===== src/rtl/neopixel_pkg.sv =====
// Shared constants for the neopixel pattern generator.
//   COLOR_W      - width of one GRB colour word
//   MODE_*       - pattern mode encodings seen on the mode input
//   ST_*         - frame FSM state encodings
package neopixel_pkg;

    localparam int COLOR_W = 24;

    localparam logic [1:0] MODE_SOLID = 2'd0;
    localparam logic [1:0] MODE_INCR  = 2'd1;
    localparam logic [1:0] MODE_CHASE = 2'd2;
    localparam logic [1:0] MODE_OFF   = 2'd3;

    localparam logic [1:0] ST_IDLE  = 2'd0;
    localparam logic [1:0] ST_WRITE = 2'd1;
    localparam logic [1:0] ST_DONE  = 2'd2;

endpackage


===== src/rtl/neopixel_frame_timer.sv =====
// Frame-rate timer. Counts clock cycles while enabled and raises trig for
// one cycle every C_RATE cycles. Disabling holds the count at 0, so the first
// trig after enable rises comes C_RATE cycles later.
//   clock   - system clock
//   reset   - synchronous, active-high
//   enable  - 1 = count, 0 = hold at 0
//   trig    - one-cycle frame trigger
module neopixel_frame_timer #(
    parameter int C_RATE = 125000000
) (
    input  logic clock,
    input  logic reset,
    input  logic enable,
    output logic trig
);

    localparam int CW = (C_RATE > 2) ? $clog2(C_RATE) : 1;
    localparam logic [CW-1:0] LAST = CW'(C_RATE - 1);

    logic [CW-1:0] count;

    always_ff @(posedge clock) begin
        if (reset || !enable) begin
            count <= '0;
        end else if (count == LAST) begin
            count <= '0;
        end else begin
            count <= count + 1'b1;
        end
    end

    assign trig = enable && (count == LAST);

endmodule


===== src/rtl/neopixel_pattern_gen.sv =====
// Frame-based pattern generator for the neopixel core's control write port.
// Every C_RATE cycles one frame of C_PIXELS words is written to addresses
// 0..C_PIXELS-1 with a valid/ready handshake. The base colour and chase
// position advance by one step after every frame.
//   clock, reset          - system clock, synchronous active-high reset
//   enable                - lets the frame timer run
//   mode                  - SOLID / INCR / CHASE / OFF, sampled at frame start
//   clock_ctrl/reset_ctrl - clock and reset forwarded to the core
//   write_readf           - write request (valid)
//   write_ready           - core accepts when write_readf && write_ready
//   address, write_data   - pixel index and {8'h00, GRB colour}
//   busy                  - frame in progress
//   frame_done            - one-cycle pulse after the last accept
//   overrun               - one-cycle pulse for a trigger dropped while busy
//
// state | meaning
// ------+-----------------------------------------------------------
// IDLE  | waiting for a frame trigger
// WRITE | presenting pixel 'address', held until accepted
// DONE  | frame finished; base colour and chase position advance
module neopixel_pattern_gen
    import neopixel_pkg::*;
#(
    parameter int                 C_RATE   = 125000000,
    parameter int                 C_PIXELS = 12,
    parameter logic [COLOR_W-1:0] C_STEP   = 24'h040201
) (
    input  logic        clock,
    input  logic        reset,
    input  logic        enable,
    input  logic [1:0]  mode,
    output logic        clock_ctrl,
    output logic        reset_ctrl,
    output logic        write_readf,
    input  logic        write_ready,
    output logic [31:0] address,
    output logic [31:0] write_data,
    output logic        busy,
    output logic        frame_done,
    output logic        overrun
);

    localparam logic [15:0] LAST_PIX = 16'(C_PIXELS - 1);

    logic                trig;
    logic [1:0]          state;
    logic [1:0]          mode_q;
    logic [COLOR_W-1:0]  base;
    logic [COLOR_W-1:0]  acc;
    logic [15:0]         pos;
    logic [15:0]         pix;

    logic [COLOR_W-1:0]  frame_base;
    logic [15:0]         frame_pos;
    logic [15:0]         nxt_pix;
    logic [COLOR_W-1:0]  nxt_acc;
    logic                start;
    logic                accept;

    neopixel_frame_timer #(
        .C_RATE (C_RATE)
    ) u_timer (
        .clock  (clock),
        .reset  (reset),
        .enable (enable),
        .trig   (trig)
    );

    function automatic logic [COLOR_W-1:0] pixel_colour(
        input logic [1:0]         m,
        input logic [COLOR_W-1:0] b,
        input logic [COLOR_W-1:0] a,
        input logic               hit
    );
        logic [COLOR_W-1:0] c;
        case (m)
            MODE_SOLID: c = b;
            MODE_INCR:  c = a;
            MODE_CHASE: c = hit ? b : '0;
            default:    c = '0;
        endcase
        return c;
    endfunction

    assign clock_ctrl = clock;
    assign reset_ctrl = reset;
    assign address    = {16'h0000, pix};

    // A trigger landing in DONE starts the next frame straight away, so the
    // advanced base/position must be usable in the same cycle they are stored.
    assign frame_base = (state == ST_DONE) ? base + C_STEP : base;
    assign frame_pos  = (state == ST_DONE) ? ((pos == LAST_PIX) ? 16'd0 : pos + 16'd1) : pos;

    assign start   = trig && (state != ST_WRITE);
    assign accept  = write_readf && write_ready;
    assign nxt_pix = pix + 16'd1;
    assign nxt_acc = acc + C_STEP;
    assign overrun = trig && busy;

    always_ff @(posedge clock) begin
        if (reset) begin
            state       <= ST_IDLE;
            mode_q      <= MODE_SOLID;
            base        <= '0;
            acc         <= '0;
            pos         <= '0;
            pix         <= '0;
            write_readf <= 1'b0;
            write_data  <= '0;
            busy        <= 1'b0;
            frame_done  <= 1'b0;
        end else begin
            frame_done <= 1'b0;
            case (state)
                ST_IDLE, ST_DONE: begin
                    if (state == ST_DONE) begin
                        base <= frame_base;
                        pos  <= frame_pos;
                    end
                    if (start) begin
                        mode_q      <= mode;
                        pix         <= '0;
                        acc         <= frame_base;
                        write_data  <= {8'h00, pixel_colour(mode, frame_base, frame_base,
                                                            frame_pos == 16'd0)};
                        write_readf <= 1'b1;
                        busy        <= 1'b1;
                        state       <= ST_WRITE;
                    end else begin
                        state <= ST_IDLE;
                    end
                end
                ST_WRITE: begin
                    if (accept) begin
                        if (pix == LAST_PIX) begin
                            write_readf <= 1'b0;
                            busy        <= 1'b0;
                            frame_done  <= 1'b1;
                            pix         <= '0;
                            state       <= ST_DONE;
                        end else begin
                            pix        <= nxt_pix;
                            acc        <= nxt_acc;
                            write_data <= {8'h00, pixel_colour(mode_q, base, nxt_acc,
                                                               pos == nxt_pix)};
                        end
                    end
                end
                default: state <= ST_IDLE;
            endcase
        end
    end

endmodule


===== config.mk =====
export PLATFORM = sky130hd
export DESIGN_NAME = neopixel_pattern_gen
export DESIGN_NICKNAME = d
export VERILOG_FILES = /design/src/rtl/neopixel_pkg.sv /design/src/rtl/neopixel_frame_timer.sv /design/src/rtl/neopixel_pattern_gen.sv
export SDC_FILE = /design/constraint.sdc
export NUM_CORES = 1
export LEC_CHECK = 0
export CORE_MARGIN = 2
export CORE_UTILIZATION = 45
export DETAILED_ROUTE_END_ITERATION = 6
export DONT_BUFFER_PORTS = 1
export SLEW_MARGIN = 20
export SYNTH_ARGS = -nofsm -noshare
export SYNTH_HDL_FRONTEND = slang
export SYNTH_HIERARCHICAL = 1
export SYNTH_SLANG_ARGS = --single-unit

===== constraint.sdc =====
create_clock -name clock -period 2.91 [get_ports clock]
set_clock_uncertainty 0.2 [all_clocks]
set_input_delay 0.4365 -clock clock [delete_from_list [all_inputs] [get_ports clock]]
set_output_delay 0.4365 -clock clock [all_outputs]
set_load 0.01 [all_outputs]

==> results.md <==
- Run status: finished, final reports clean
- Crit path max fanout: 6
- Layout cells sized above 1: 0.159
- Largest family of logic cells by synthesized area: simple AND/OR/NAND/NOR gates
- Root Buffer: clkbuf_16
- Vias: 8347
- Ys Warns: 6
- H-Tree Level Count: 4
- Hold endpoint: u_timer/count[4]
- Total GRT Usage: 0.256
- Core Region: 19300 um2
- Via-per-instance ratio: 5.87
- Tightest Pin Transition: 0.816 ns
- Mapped cell area: 8760 um2
- TritonCTS Sinks: 137
- Reg clk slew, reported paths: 0.06 ns
- Vias in the first global route: 7832
- Adder-cell share of the synthesized area: 0.00714
- R2R Setup Slk: 0.07 ns
- Power Density: 401 nW/um2
- Part of the cycle the worst path needs: 0.978
- Sequential Area: 2750 um2
- Dpl hpwl: 17700 um
- WP data required: 3.06 ns
- Rel. slew slack: 0.453
- Routed WL: 25900 um
- Top cell type's share of synthesized area: 0.313
- # placed instances: 1385
- Drt wl/cell: 18.2 um
- Crit start category: flop
- TritonCTS Buffers: 17
- Buffer levels on the longest clock path: 2
- Nets: 1157
- DRT antenna net count: 0
- Min-Delay Path Class: input port to flop
- Post-synth EDFFs: 0
- Dominant cells by area after synthesis: dfxtp_1 (31%), nor2_1 (6.3%), xnor2_1 (4.7%)
- Hold WS: 0.00606 ns
- First-pass GRT wire length: 41800 um
- Area of the multi-input gates: 5550 um2
- Synth cell types: 86
- Most common cell in the synthesized netlist: nor2_1
- Fmax: 352 MHz
- Drt pass-1 iters: 5
- Hold depth: 2
- Unrepaired setup endpoints after global routing: true
- Iter 0 DRT Violations: 506
- Synth Area in Simple Gates: 0.302
- Synth Register Bits: 137
- Final setup TNS: 0 ns
- Cell taking the most area after synthesis: dfxtp_1
- Post-Synth XOR/XNOR Area: 0.0810
- Post-route DRC: 0
- Max cap viols: 0
- RR Endpoint: write_data[17]
- Die H: 144 um
- R2R cell count: 11
- Area added between synthesis and finish: 13.5%
- Post-synthesis mux area share: 0.0119
- CP Class: flop to flop
- Diode count: 0
- Fillers: 1929
- Sequential area share after synthesis: 0.313
- Ys async rst share: 0
- Final non-filler cell area: 9950 um2
- Initial antenna violation count: 0
- Hold wc startpoint: enable
- Setup crit end kind: flop
- Synth cell count leaders: nor2_1 (147), dfxtp_1 (137), nand2_1 (88), a21oi_1 (68), o21ai_0 (61)
- Synth Area in Compound Gates: 0.209
- DIE WIDTH: 144 um
- CTS tree: done
- RR Startpoint: u_timer/count[0]
- Post-Layout Cell Count: 1423
- GRT overflow: 0
- Post-synth top flop: dfxtp_1
- Initial Utilization: 0.455
- VDD IR max: 0.382 mV
- Fin. max-slew vios: 0
- Clk_lat worst skew: 0.42 ns
- Mapped Cells: 1128
- IO Port Bufs: 0
- Setup-failing EPs final: 0
- # IOs: 76
- Avg Inst Size Synth: 7.77 um2
- Final Hold Vio Count: 0
- Largest net degree at the start of global routing: 82
- Row cnt: 51
- WP data arrival: 3.00 ns
- GP Congestion: 0.871
- Crit path time final: 2.84 ns
- Die area: 20600 um2
- Leak Pwr: 3.46 nW
- Placed cell areas: 9250 um2
metal layers:
metal / global-route usage / up-vias / wire length (um) / share of wire
met5: 0 / - / 0 / 0
met4: 0.0939 / 0 / 658 / 0.025
met3: 0.0516 / 43 / 1610 / 0.062
met2: 0.429 / 248 / 12200 / 0.47
met1: 0.326 / 3980 / 11400 / 0.44
li1: - / 4076 / - / -
sequential cells by signal, summed over array words and instances, names as in the netlist:
register and flops:
acc 24, base 24, busy 1, frame_done 1
mode_q 2, pix 16, pos 16, state 2
u_timer/count 27, write_data 24
critical path: stages, from the launching register on:
cell	delay, ns
dfxtp_2	0.35
ha_4	0.15
nand3_2	0.08
or4_4	0.48
nor4_4	0.22
nor2b_4	0.24
a21oi_4	0.06
or4_4	0.46
buf_8	0.17
a211oi_1	0.21
a21oi_1	0.08
o211ai_2	0.07
through the flow:
stage | power (mW) | util | worst slack [ns]
after floorplan | 2.05 | - | 0.103
after global placement | 1.99 | 0.480 | 0.0532
after detailed placement | 2.00 | 0.480 | 0.00916
after CTS | 4.03 | 0.511 | 0.00358
after global routing | 4.12 | 0.516 | -0.0657
final | 3.99 | 0.516 | 0.0651
cell families after synthesis:
group                      count (synthesis)
buffers and inverters                    129
AOI/OAI and AO/OA                        267
xor gates and xnor gates                  81
other                                      1
muxes                                     10
DFF                                      137
adders and majority gates                  5
and+or+nand+nor                          498
repair_timing:
item,in CTS,in global routing
hold buffers,3,0
hold endpoints to repair,81,0
setup endpoints to repair,1,14
buffers inserted,1,2
gates cloned,0,1
gates resized for setup,1,22
cell type report:
cell class,instances,share of cell area
clock buffer,22,0.0457
clock inverter,9,0.00767
inverter,17,0.00642
multi-input combinational,885,0.558
sequential,137,0.277
tap,265,0.0333
timing repair buffer,88,0.0726
worst max-delay path by stage:
stage / start / to / slack (ns) / depth (start not counted)
after global routing: u_timer/count[0] / write_data[17] / -0.07 / 11
after global placement: u_timer/count[0] / write_data[14] / 0.05 / 10
final: u_timer/count[0] / write_data[17] / 0.07 / 11
after detailed placement: u_timer/count[0] / write_data[14] / 0.009 / 10
after CTS: u_timer/count[0] / write_data[14] / 0.004 / 10
after floorplan: u_timer/count[0] / write_data[7] / 0.10 / 11
placed cells by master (no fill, tap or decap), types with 8 or more instances in the layout:
cell / netlist / final
a211o_1: 9 / 9
a211oi_1: 15 / 10
a21oi_1: 68 / 68
a22oi_1: 15 / 15
a31oi_1: 14 / 14
and2_1: 9 / 9
and3_1: 17 / 17
and4_1: 15 / 15
buf_4: 32 / 81
clkbuf_16: 0 / 17
conb_1: 1 / 24
dfxtp_1: 137 / 131
inv_1: 17 / 17
nand2_1: 88 / 88
nand2b_1: 8 / 8
nand3_1: 50 / 48
nand4_1: 33 / 33
nor2_1: 147 / 147
nor3_1: 29 / 29
nor4_1: 19 / 16
o211ai_1: 9 / 9
o211ai_2: 10 / 10
o21ai_0: 61 / 61
o31ai_1: 12 / 12
or3_1: 14 / 14
or4_1: 9 / 8
xnor2_1: 47 / 47
xor2_1: 34 / 34
power breakdown:
part | internal [mW] | leakage [nW] | switching, mW
logic | 0.0289 | 2.09 | 0.0672
registers | 1.88 | 1.11 | 0.00720
clock network | 1.18 | 0.263 | 0.821
Power figures use the tool's default switching activity.
